File: src/rtl/snake_game_ctrl_pkg.sv
// snake_game_ctrl_pkg: shared states, key codes, coordinate widths and segment field helpers
package snake_pkg;
  localparam int COORD_W = 8;
  localparam int SEG_W = 16;
  typedef enum logic [2:0] {IDLE, INIT, RUN, STEP, SETTLE, CHECK, OVER, PAUSE} state_e;
  localparam logic [1:0] KEY_W = 2'b00;
  localparam logic [1:0] KEY_A = 2'b01;
  localparam logic [1:0] KEY_S = 2'b11;
  localparam logic [1:0] KEY_D = 2'b10;
  function automatic logic [COORD_W-1:0] seg_x(input logic [SEG_W-1:0] s);
    return s[COORD_W-1:0];
  endfunction
  function automatic logic [COORD_W-1:0] seg_y(input logic [SEG_W-1:0] s);
    return s[SEG_W-1:COORD_W];
  endfunction
endpackage

File: src/rtl/snake_game_ctrl_if.sv
// snake_game_ctrl_if: control and snake-state link between the game sequencer and snake_calculate
interface snake_game_ctrl_if #(parameter int SNAKE_SIZE = 1600);
  logic start, step, grow, food_req;
  logic [1:0] key_out;
  logic [15:0] lengh;
  logic [SNAKE_SIZE-1:0] snake_xy;
  logic [7:0] food_x, food_y;
  modport master(output start, step, grow, key_out, food_req, input lengh, snake_xy, food_x, food_y);
  modport slave(input start, step, grow, key_out, food_req, output lengh, snake_xy, food_x, food_y);
endinterface

File: src/rtl/snake_game_ctrl_step_timer.sv
// snake_step_timer: step pacing counter with enable, clear, freeze and terminal-count output
module snake_step_timer #(
  parameter int PERIOD = 2500000
) (
  input  logic clk,
  input  logic rst,
  input  logic i_en,
  input  logic i_clr,
  input  logic i_frz,
  output logic o_tc
);
  localparam int CW = PERIOD > 1 ? $clog2(PERIOD) : 1;
  logic [CW-1:0] r_cnt;
  assign o_tc = i_en && !i_frz && r_cnt == CW'(PERIOD - 1);
  always_ff @(posedge clk) begin
    if (rst || i_clr || o_tc) r_cnt <= '0;
    else if (i_en && !i_frz) r_cnt <= r_cnt + 1'b1;
  end
endmodule

File: src/rtl/snake_game_ctrl.sv
// snake_game_ctrl: snake game sequencer with wall/food/body checks; SNAKE_PAUSE_EN adds btn_pause and PAUSE
module snake_game_ctrl
  import snake_pkg::*;
#(
  parameter int SIZE_X      = 10,
  parameter int SIZE_Y      = 10,
  parameter int STEP_PERIOD = 2500000,
  parameter int MAX_LEN     = SIZE_X * SIZE_Y,
  parameter int SNAKE_SIZE  = 8 * MAX_LEN * 2
) (
  input  logic        clk,
  input  logic        rst,
  input  logic        btn_start,
  input  logic        key_valid,
  input  logic [1:0]  key,
`ifdef SNAKE_PAUSE_EN
  input  logic        btn_pause,
`endif
  output logic [15:0] score,
  output logic        game_over,
  output logic        win,
  snake_game_ctrl_if.master bus
);
  localparam int IW = MAX_LEN > 1 ? $clog2(MAX_LEN) : 1;
  state_e r_state, w_nxt;
  logic r_sub, r_pend, r_win;
  logic [IW-1:0] r_idx;
  logic [15:0] r_score, w_lim;
  logic [1:0] r_key;
  logic [SEG_W-1:0] w_segs [MAX_LEN];
  logic [SEG_W-1:0] w_head;
  logic w_pause, w_tc, w_wall, w_eat, w_hit, w_end, w_win, w_key_ok;
  genvar g;
  for (g = 0; g < MAX_LEN; g++) begin : g_seg
    assign w_segs[g] = bus.snake_xy[g*SEG_W +: SEG_W];
  end
`ifdef SNAKE_PAUSE_EN
  assign w_pause = btn_pause;
`else
  assign w_pause = 1'b0;
`endif
  snake_step_timer #(.PERIOD(STEP_PERIOD)) u_timer (
    .clk  (clk),
    .rst  (rst),
    .i_en (r_state == RUN || r_state == PAUSE),
    .i_clr(r_state == INIT),
    .i_frz(r_state == PAUSE || w_pause),
    .o_tc (w_tc)
  );
  assign w_head = w_segs[0];
  assign w_lim = bus.lengh > 16'(MAX_LEN) ? 16'(MAX_LEN) : bus.lengh;
  // underflowed coordinates wrap to 255 and so land outside the field
  assign w_wall = 32'(seg_x(w_head)) >= SIZE_X || 32'(seg_y(w_head)) >= SIZE_Y;
  assign w_eat = r_state == CHECK && r_idx == '0 && !w_wall && w_head == {bus.food_y, bus.food_x};
  assign w_hit = r_state == CHECK && (r_idx == '0 ? w_wall : w_segs[r_idx] == w_head);
  assign w_end = r_state == CHECK && 16'(r_idx) + 16'd1 >= w_lim;
  assign w_win = w_end && !w_hit && bus.lengh >= 16'(MAX_LEN);
  assign w_key_ok = r_state == RUN || r_state == STEP || r_state == SETTLE || r_state == CHECK;
  always_comb begin
    w_nxt = r_state;
    case (r_state)
      IDLE:    w_nxt = btn_start ? INIT : IDLE;
      INIT:    w_nxt = RUN;
      RUN:     w_nxt = w_pause ? PAUSE : w_tc ? STEP : RUN;
      PAUSE:   w_nxt = w_pause ? RUN : PAUSE;
      STEP:    w_nxt = SETTLE;
      SETTLE:  w_nxt = r_sub ? CHECK : SETTLE;
      CHECK:   w_nxt = w_hit || w_win ? OVER : w_end ? RUN : CHECK;
      OVER:    w_nxt = btn_start ? INIT : OVER;
      default: w_nxt = IDLE;
    endcase
  end
  always_ff @(posedge clk) begin
    if (rst) r_state <= IDLE;
    else r_state <= w_nxt;
  end
  always_ff @(posedge clk) begin
    if (rst) begin
      r_sub   <= 1'b0;
      r_idx   <= '0;
      r_pend  <= 1'b0;
      r_win   <= 1'b0;
      r_score <= '0;
      r_key   <= KEY_S;
    end else begin
      r_sub   <= r_state == SETTLE && !r_sub;
      r_idx   <= r_state == CHECK && w_nxt == CHECK ? r_idx + 1'b1 : '0;
      r_pend  <= w_nxt == INIT || r_state == STEP ? 1'b0 : w_eat ? 1'b1 : r_pend;
      r_win   <= w_nxt == INIT ? 1'b0 : w_win ? 1'b1 : r_win;
      r_score <= w_nxt == INIT ? '0 : w_eat && r_score != 16'hFFFF ? r_score + 16'd1 : r_score;
      r_key   <= w_nxt == INIT ? KEY_S : key_valid && w_key_ok ? key : r_key;
    end
  end
  assign bus.start    = r_state == INIT;
  assign bus.step     = r_state == STEP;
  assign bus.grow     = r_state == STEP && r_pend;
  assign bus.food_req = w_eat;
  assign bus.key_out  = r_key;
  assign score        = r_score;
  assign game_over    = r_state == OVER;
  assign win          = r_win;
endmodule

File: src/flat_wrapper.sv
// flat-port wrapper written by rule: the top's interface ports become plain ports
module snake_game_ctrl_flat import snake_pkg::*;
#(
  parameter int SIZE_X      = 10,
  parameter int SIZE_Y      = 10,
  parameter int STEP_PERIOD = 2500000,
  parameter int MAX_LEN     = SIZE_X * SIZE_Y,
  parameter int SNAKE_SIZE  = 8 * MAX_LEN * 2
)
  (clk, rst, btn_start, key_valid, key, score, game_over, win, bus_start, bus_step, bus_grow, bus_key_out, bus_food_req, bus_lengh, bus_snake_xy, bus_food_x, bus_food_y);
  snake_game_ctrl_if #(.SNAKE_SIZE(SNAKE_SIZE)) bus_i ();
  input  logic clk;
  input  logic rst;
  input  logic btn_start;
  input  logic key_valid;
  input  logic [1:0] key;
  output logic [15:0] score;
  output logic game_over;
  output logic win;
  output wire logic [$bits(bus_i.start)-1:0] bus_start;
  output wire logic [$bits(bus_i.step)-1:0] bus_step;
  output wire logic [$bits(bus_i.grow)-1:0] bus_grow;
  output wire logic [$bits(bus_i.key_out)-1:0] bus_key_out;
  output wire logic [$bits(bus_i.food_req)-1:0] bus_food_req;
  input wire logic [$bits(bus_i.lengh)-1:0] bus_lengh;
  input wire logic [$bits(bus_i.snake_xy)-1:0] bus_snake_xy;
  input wire logic [$bits(bus_i.food_x)-1:0] bus_food_x;
  input wire logic [$bits(bus_i.food_y)-1:0] bus_food_y;
  assign bus_start = bus_i.start;
  assign bus_step = bus_i.step;
  assign bus_grow = bus_i.grow;
  assign bus_key_out = bus_i.key_out;
  assign bus_food_req = bus_i.food_req;
  assign bus_i.lengh = bus_lengh;
  assign bus_i.snake_xy = bus_snake_xy;
  assign bus_i.food_x = bus_food_x;
  assign bus_i.food_y = bus_food_y;
  snake_game_ctrl #(.SIZE_X(SIZE_X), .SIZE_Y(SIZE_Y), .STEP_PERIOD(STEP_PERIOD), .MAX_LEN(MAX_LEN), .SNAKE_SIZE(SNAKE_SIZE)) u_core (.clk(clk), .rst(rst), .btn_start(btn_start), .key_valid(key_valid), .key(key), .score(score), .game_over(game_over), .win(win), .bus(bus_i));
endmodule
File: config.mk
export PLATFORM = sky130hd
export DESIGN_NAME = snake_game_ctrl_flat
export DESIGN_NICKNAME = d
export VERILOG_FILES = /design/src/rtl/snake_game_ctrl_pkg.sv /design/src/rtl/snake_game_ctrl_if.sv /design/src/rtl/snake_game_ctrl_step_timer.sv /design/src/rtl/snake_game_ctrl.sv /design/src/flat_wrapper.sv
export SDC_FILE = /design/constraint.sdc
export NUM_CORES = 1
export LEC_CHECK = 0
export BUFFER_PORTS_ARGS = -buffer_cell sky130_fd_sc_hd__buf_4
export CAP_MARGIN = 20
export CORE_AREA = 2 2 656 658
export DETAILED_ROUTE_END_ITERATION = 12
export DIE_AREA = 0 0 658 660
export SYNTH_ARGS = -nofsm -noshare
export SYNTH_HDL_FRONTEND = slang
export SYNTH_SLANG_ARGS = --single-unit
File: constraint.sdc
create_clock -name clk -period 9.25 [get_ports clk]
set_input_delay 0.925 -clock clk [delete_from_list [all_inputs] [get_ports clk]]
set_output_delay 0.925 -clock clk [all_outputs]
set_load 0.02 [all_outputs]
# Yosys cells after proc, flatten, opt, wreduce, memory -nomap -nowiden

Index checks and enable logic that the tools add are counted.

Output and inout bits: 24
Word-level logic and storage cells: 77
Bits of input ports: 1638
Register bits after elaboration: 53

Equal/unequal tests: 13
$add $sub $neg: 4
Bitwise gates (word level): 2
Reduce and logical (&&, ||, !) cells: 32
Multiplexer cells: 12
$lt $le $gt $ge: 6

Operators with widths:

| cell                                                           | count |
|---|---|
| binary-select mux 16 bit (select 7 bit)                        | 1 |
| 2-to-1 mux 16 bit                                              | 3 |
| equality test 16 bit                                           | 2 |
| one-hot mux 3 bit (8 select lines)                             | 1 |
| adder 22 x 1 -> 22 bit, second input constant                  | 1 |
| equality test 22 bit, second input constant                    | 1 |
| adder 16 x 1 -> 16 bit, second input constant                  | 1 |
| >= comparator 16 bit                                           | 1 |
| >= comparator 16 x 7 -> 1 bit, second input constant           | 1 |
| >= comparator 8 x 4 -> 1 bit, second input constant            | 2 |
| greater-than comparator 16 x 7 -> 1 bit, second input constant | 1 |
| inequality test 16 bit, second input constant                  | 1 |
| equality test 3 bit, second input constant                     | 5 |
| logical AND 1 bit                                              | 14 |
| logical OR 1 bit                                               | 9 |
| 2-to-1 mux 3 bit                                               | 3 |
| adder 7 x 1 -> 8 bit, second input constant                    | 1 |
| >= comparator 8 bit, second input constant                     | 1 |
| NOT 7 -> 8 bit                                                 | 1 |
| adder 7 x 1 -> 7 bit, second input constant                    | 1 |
| logical NOT 7 bit                                              | 1 |
| equality test 3 x 1 -> 1 bit, second input constant            | 2 |
| equality test 3 x 2 -> 1 bit, second input constant            | 2 |
| OR reduction 2 bit                                             | 3 |
| other kinds (4)                                                | 10 |

# Longest topological paths before layout

Depth after elaboration: 17
Gate-level depth with buffers: 18

# By module

A second synthesis with hierarchy kept.

Cells, all modules: 1506
Area total of the unflattened synthesis: 16502.1 um2

Modules (own cells, without submodules):

| module           | sequential area each (um2) | instances | area each (um2) | cells each |
|---|---|---|---|---|
| snake_game_ctrl  | 620.6                      | 1         | 15348.5         | 1380 |
| snake_step_timer | 440.4                      | 1         | 1153.6          | 126 |

# Least setup slack after synthesis

No wires, ideal clock.

Path type: input port to flip-flop
From: input bus_lengh[12]
To: register u_core.r_score[12] (netlist: u_core.score[12])
Arrival time: 4.020 ns
Setup slack: 5.099 ns
Required time: 9.118 ns
Cell stages on the path: 16
Cell sequence: nor4_1 -> nand3_1 -> a31oi_1 -> and2_1 -> ha_1 -> nand2b_1 -> a21o_1 -> a21o_1 -> a21o_1 -> a211oi_1 -> o21a_1 -> a31oi_1 -> o22a_1 -> o31ai_1 -> clkbuf_1 -> nor3_1

Word-level cells in the longest chain between the ends: 11
Elaborated cells between the ends (all ways): 13
Classes of those cells: order compare: 3; eq/ne: 1; mux: 4; reduce/logical: 5

Ends and longest elaborated chain:

| element                                 | RTL line              | source |
|---|---|---|
| start, declared                         | flat_wrapper.sv:25    | `input wire logic [$bits(bus_i.lengh)-1:0] bus_lengh;` |
| greater-than comparator 16 x 7 -> 1 bit | snake_game_ctrl.sv:51 | `assign w_lim = bus.lengh > 16'(MAX_LEN) ? 16'(MAX_LEN) : bus.lengh;` |
| 2-to-1 mux 16 bit                       | snake_game_ctrl.sv:51 |  |
| >= comparator 16 bit                    | snake_game_ctrl.sv:56 | `assign w_end = r_state == CHECK && 16'(r_idx) + 16'd1 >= w_lim;` |
| logical AND 1 bit                       | snake_game_ctrl.sv:56 |  |
| logical AND 1 bit (2 in a row)          | snake_game_ctrl.sv:57 | `assign w_win = w_end && !w_hit && bus.lengh >= 16'(MAX_LEN);` |
| logical OR 1 bit                        | snake_game_ctrl.sv:68 | `CHECK: w_nxt = w_hit \|\| w_win ? OVER : w_end ? RUN : CHECK;` |
| 2-to-1 mux 3 bit (*)                    | snake_game_ctrl.sv:68 |  |
| one-hot mux 3 bit (8 select lines) (*)  | snake_game_ctrl.sv:61 | `case (r_state)` |
| equality test 3 x 1 -> 1 bit (*)        | snake_game_ctrl.sv:90 | `r_score <= w_nxt == INIT ? '0 : w_eat && r_score != 16'hFFFF ? r_score + 16'd1 : r_score;` |
| OR reduction 2 bit (no line) (*)        | -                     |  |
| end signal, assigned                    | snake_game_ctrl.sv:90 |  |
| end, declared                           | snake_game_ctrl.sv:28 | `logic [15:0] r_score, w_lim;` |

Mark *: on every way between the ends. The rest lies on a longest branch, timed or not.
A chain may end at the register's enable or synchronous reset.

# Worst setup path after layout

From: register u_core.r_idx[0]
To: register u_core.r_idx[5]

Word-level cells in the longest chain between the ends: 17
Elaborated cells between the ends (all ways): 23
Classes of those cells: add/sub: 2; order compare: 1; eq/ne: 2; mux: 7; bitwise: 2; reduce/logical: 9

Ends and longest elaborated chain:

| element                                              | RTL line              | source |
|---|---|---|
| start, declared                                      | snake_game_ctrl.sv:27 | `logic [IW-1:0] r_idx;` |
| start signal, assigned                               | snake_game_ctrl.sv:87 | `r_idx <= r_state == CHECK && w_nxt == CHECK ? r_idx + 1'b1 : '0;` |
| NOT 7 -> 8 bit (implied by the code)                 | snake_game_ctrl.sv:55 | `assign w_hit = r_state == CHECK && (r_idx == '0 ? w_wall : w_segs[r_idx] == w_head);` |
| binary-select mux 16 bit (select 7 bit)              | snake_game_ctrl.sv:55 |  |
| 2-to-1 mux 16 bit (implied by the code) (2 in a row) | snake_game_ctrl.sv:55 |  |
| equality test 16 bit                                 | snake_game_ctrl.sv:55 |  |
| 2-to-1 mux 1 bit                                     | snake_game_ctrl.sv:55 |  |
| logical AND 1 bit                                    | snake_game_ctrl.sv:55 |  |
| logical NOT 1 bit                                    | snake_game_ctrl.sv:57 |  |
| logical AND 1 bit (2 in a row)                       | snake_game_ctrl.sv:57 |  |
| logical OR 1 bit                                     | snake_game_ctrl.sv:68 |  |
| 2-to-1 mux 3 bit                                     | snake_game_ctrl.sv:68 |  |
| one-hot mux 3 bit (8 select lines)                   | snake_game_ctrl.sv:61 |  |
| equality test 3 bit                                  | snake_game_ctrl.sv:87 |  |
| logical AND 1 bit                                    | snake_game_ctrl.sv:87 |  |
| NOT 1 bit (no line)                                  | -                     |  |
| OR reduction 2 bit (no line)                         | -                     |  |

Several ways; a longest one is shown, not always the timed one. The select of a mux whose other input is x is not followed.

==> run_results.csv <==
group,metric,value,unit
clock_tree,cts_htree_levels,2,
timing,tightest_slew,1.24,ns
timing,slew-limit-headroom,17.2,%
final_layout,final-instance-count-excl-fill,9010,
flow_run,cap_viol_max_count,0,
timing,finalCriticalPeriod,5.81,ns
floorplan,fp-row-count,240,
clock_tree,post-cts-setup-buffer-count,0,
detailed_routing,wire_per_inst,34.9,µm
final_layout,drive_gt1_share,66.2,%
detailed_routing,routed-via-count,24200,
power_and_ir_drop,combinationalPowerShare,68.6,%
final_layout,area_growth_syn_to_fin,121,%
power_and_ir_drop,power.ir.vdd_worst,64.0,µV
yosys,syn-cell-area,16700,µm²
grt,gr-usage-all-layers,13.8,%
power_and_ir_drop,power_density,38.5,nW/µm²
yosys,cell_with_the_most_instances_after_synthesis,"sky130_fd_sc_hd__mux4_2",
yosys,synthTopCellsByArea,"sky130_fd_sc_hd__mux4_2 (39%), sky130_fd_sc_hd__mux2i_1 (17%), sky130_fd_sc_hd__dfxtp_1 (6.4%), sky130_fd_sc_hd__a22oi_1 (4.1%), sky130_fd_sc_hd__nand2_1 (2.9%)",
timing,maxSlewViolCount,0,
final_layout,layout.filler_cells,49600,
timing,final-setup-viol-count,0,
yosys,synth-edff-count,0,
setup_path,slowest_stage_cell_on_the_critical_path,"sky130_fd_sc_hd__dfxtp_4",
setup_path,launching_element_type_of_the_critical_path,"flip-flop",
power_and_ir_drop,clock_power_share,15.3,%
setup_path,critical_path_class,"reg2reg",
setup_path,crit_path_cell_trace,"buf_12, buf_4, mux4_2, and3_1, a31oi_1, buf_4, o21ai_0, buf_4, a2111oi_1, buf_4, mux2i_1, and4_1, nand4_2, o21ai_4, a211oi_1",
setup_path,crit_path_end_kind,"flip-flop",
setup_path,max_stage_delay,0.97,ns
floorplan,coreArea,427000,µm²
final_layout,finalNetCount,4910,
yosys,post_synth.cell_area_avg,10.1,µm²
placed_design,globalplace.congestion,0.926,
yosys,number_of_distinct_library_cells_after_synthesis,83,
yosys,synthesized_net_count,3300,
yosys,yosys_most_used_dff,"sky130_fd_sc_hd__dfxtp_1",
yosys,synth_area_leader_cell,"sky130_fd_sc_hd__mux4_2",
final_layout,seqCellArea,1090,µm²
setup_path,timing.critical_path.fanout_max,47,
timing,fmax,172,MHz
yosys,postSynthCellCount,1650,
detailed_routing,drcViolationCount,0,
placed_design,placedCellCount,8940,
timing,grt_setup_unrepaired,"false",
power_and_ir_drop,total_leakage_power,13.3,nW
clock_tree,clk_pin_slew_worst_paths,0.09,ns
grt,overflow,0,
timing,finalSetupTns,0,ns
setup_path,crit_buf_inv,5,
yosys,number_of_synthesis_warnings,0,
floorplan,horizontal_extent_of_the_die,658,µm
clock_tree,cts-resized-gates,0,
detailed_routing,via_per_inst,2.69,
timing,finalCritPeriodShare,62.8,%
worst_hold_path,holdCritPathClass,"reg2reg",
yosys,number_of_synthesized_register_bits,53,
clock_tree,buffer_depth_of_the_longest_clock_path,2,
timing,report.final.hold_viol_count,0,
floorplan,die_area,434000,µm²
setup_path,path_common_cell,"sky130_fd_sc_hd__buf_4",
grt,maximum_number_of_pins_on_one_net_before_global_route_repair,103,
floorplan,floorplan.die.height,660,µm
setup_path,worstPathArrival,5.99,ns
detailed_routing,totalWireLength,314000,µm
timing,worst_clock_skew,0.0156,ns
setup_path,critical_path.top_delay_family,"buffers and inverters",
floorplan,top_level_ports,1662,
power_and_ir_drop,netSwitchingPower,508,µW
grt,vias_in_the_first_global_route,24900,
yosys,synth-async-reset-ratio,0,%
run_status,result_of_the_run,"finished clean",
grt,grt_antenna_before_repair,269,
detailed_routing,detail-route-antenna-nets,0,
clock_tree,clk-insertion-delay-late,0.33,ns
power_and_ir_drop,switching_power_as_a_share_of_total_power,35.8,%
placed_design,io_buffer_count,1661,
clock_tree,cts_tree,"built",
floorplan,initial_core_util,3.92,%
yosys,synth.top_cells.by_count,"sky130_fd_sc_hd__mux4_2 (292), sky130_fd_sc_hd__mux2i_1 (282), sky130_fd_sc_hd__nand2_1 (131)",
clock_tree,clockRootBuffer,"sky130_fd_sc_hd__clkbuf_16",
power_and_ir_drop,power_frac_seq,16.2,%
detailed_routing,drtPass1Iterations,5,
setup_path,worst_ep_required_time,9.43,ns
detailed_routing,drt_iter0_markers,1759,
yosys,synth_top_cell_area_share,39.4,%
placed_design,dpl.hpwl,288000,µm
clock_tree,holdBufCountCts,0,
yosys,synth.yosys.seq_area_share,6.35,%
clock_tree,tritoncts.num_buffers,5,
final_layout,multiInputGateArea,14800,µm²
clock_tree,clkSinkCount,53,
grt,grt_first_pass_wirelength,367000,µm
power_and_ir_drop,cellInternalPower,913,µW
## power groups by stage
stage | sequential (mW) | combinational, mW | clock (mW)
floorplan | 0.235 | 0.188 | 0
global placement | 0.235 | 1.00 | 0
detailed placement | 0.235 | 1.00 | 0
CTS | 0.230 | 1.01 | 0.228
global route | 0.230 | 1.03 | 0.230
finish | 0.230 | 0.974 | 0.217
## sequential cells by signal, indices dropped and copies added, names as in the netlist
signal                cells
u_core.bus.key_out        2
u_core.r_pend             1
u_core.r_idx              7
u_core.r_state            3
u_core.r_sub              1
u_core.score             16
u_core.u_timer.r_cnt     22
u_core.win                1
## kinds of logic after synthesis
| family | count (synthesis) | share of synthesized area (%) |
|---|---|---|
| fa+ha+maj | 12 | 0.899 |
| buf+inv | 192 | 6.34 |
| other cells | 1 | 0.0224 |
| xor+xnor | 64 | 3.35 |
| mux | 585 | 57.0 |
| simple gates | 405 | 12.0 |
| flops | 53 | 6.35 |
| compound gates | 338 | 14.1 |
## final cells by class
class	instances	share of cell area, %
clock buffer	5	0.340
multi-input combinational	1405	40.2
antenna	62	0.421
clock inverter	3	0.0781
tap	5687	19.3
timing repair buffer	1777	36.5
sequential	53	2.95
inverter	18	0.224
## stage by stage
step                setup slack, ns  util (%)  instance area, µm²  hold slack, ns  power (mW)
global placement               2.27      8.52               36400           0.459        1.24
floorplan                      5.10         -               16700           0.454       0.423
global route                   3.04      8.62               36800           0.511        1.49
finish                         3.44      8.64               36800           0.474        1.42
detailed placement             3.17      8.56               36500           0.456        1.24
CTS                            3.15      8.60               36700           0.475        1.46
## worst paths after layout
path	from	endpoint	slack, ns	depth (start not counted)
hold / removal	u_core.bus.key_out[1]	u_core.bus.key_out[1]	0.47	1
setup / recovery	u_core.r_idx[0]	u_core.r_idx[5]	3.44	15
hold reg to reg	u_core.bus.key_out[1]	u_core.bus.key_out[1]	0.47	1
setup reg to reg	u_core.r_idx[0]	u_core.r_idx[5]	3.44	15
## metal layers
layer,global-route usage [%],vias to the layer above,share of wire (%)
met5,0,-,0.21
met4,2.53,102,2.5
met3,3.76,448,7.3
met2,25.0,1527,50
met1,16.3,12100,40
li1,-,10100,-
## cells in the final DEF (no fill, tap or decap), types with 9 or more instances in the layout
| cell | synthesis | final |
|---|---|---|
| sky130_fd_sc_hd__ha_1 | 12 | 12 |
| sky130_fd_sc_hd__o22ai_1 | 15 | 15 |
| sky130_fd_sc_hd__xor2_1 | 41 | 41 |
| sky130_fd_sc_hd__nor4_1 | 11 | 10 |
| sky130_fd_sc_hd__mux2_2 | 10 | 10 |
| sky130_fd_sc_hd__a211oi_1 | 26 | 24 |
| sky130_fd_sc_hd__dfxtp_1 | 53 | 46 |
| sky130_fd_sc_hd__nand4_1 | 16 | 16 |
| sky130_fd_sc_hd__nand2_1 | 131 | 131 |
| sky130_fd_sc_hd__o21ai_0 | 21 | 20 |
| sky130_fd_sc_hd__nand3_1 | 50 | 50 |
| sky130_fd_sc_hd__inv_1 | 14 | 13 |
| sky130_fd_sc_hd__nor3_1 | 26 | 22 |
| sky130_fd_sc_hd__o21ai_1 | 13 | 13 |
| sky130_fd_sc_hd__and3_1 | 18 | 17 |
| sky130_fd_sc_hd__mux4_2 | 292 | 292 |
| sky130_fd_sc_hd__diode_2 | 0 | 62 |
| sky130_fd_sc_hd__buf_4 | 19 | 1762 |
| sky130_fd_sc_hd__a221oi_1 | 16 | 12 |
| sky130_fd_sc_hd__mux2i_1 | 282 | 279 |
| sky130_fd_sc_hd__a22oi_1 | 91 | 91 |
| sky130_fd_sc_hd__a21oi_1 | 71 | 66 |
| sky130_fd_sc_hd__xnor2_1 | 23 | 23 |
| sky130_fd_sc_hd__a31oi_1 | 20 | 19 |
| sky130_fd_sc_hd__and4_1 | 9 | 9 |
| sky130_fd_sc_hd__nor2b_1 | 18 | 12 |
| sky130_fd_sc_hd__nor2_1 | 80 | 75 |
Note: power is estimated with default switching activity, not from simulation.
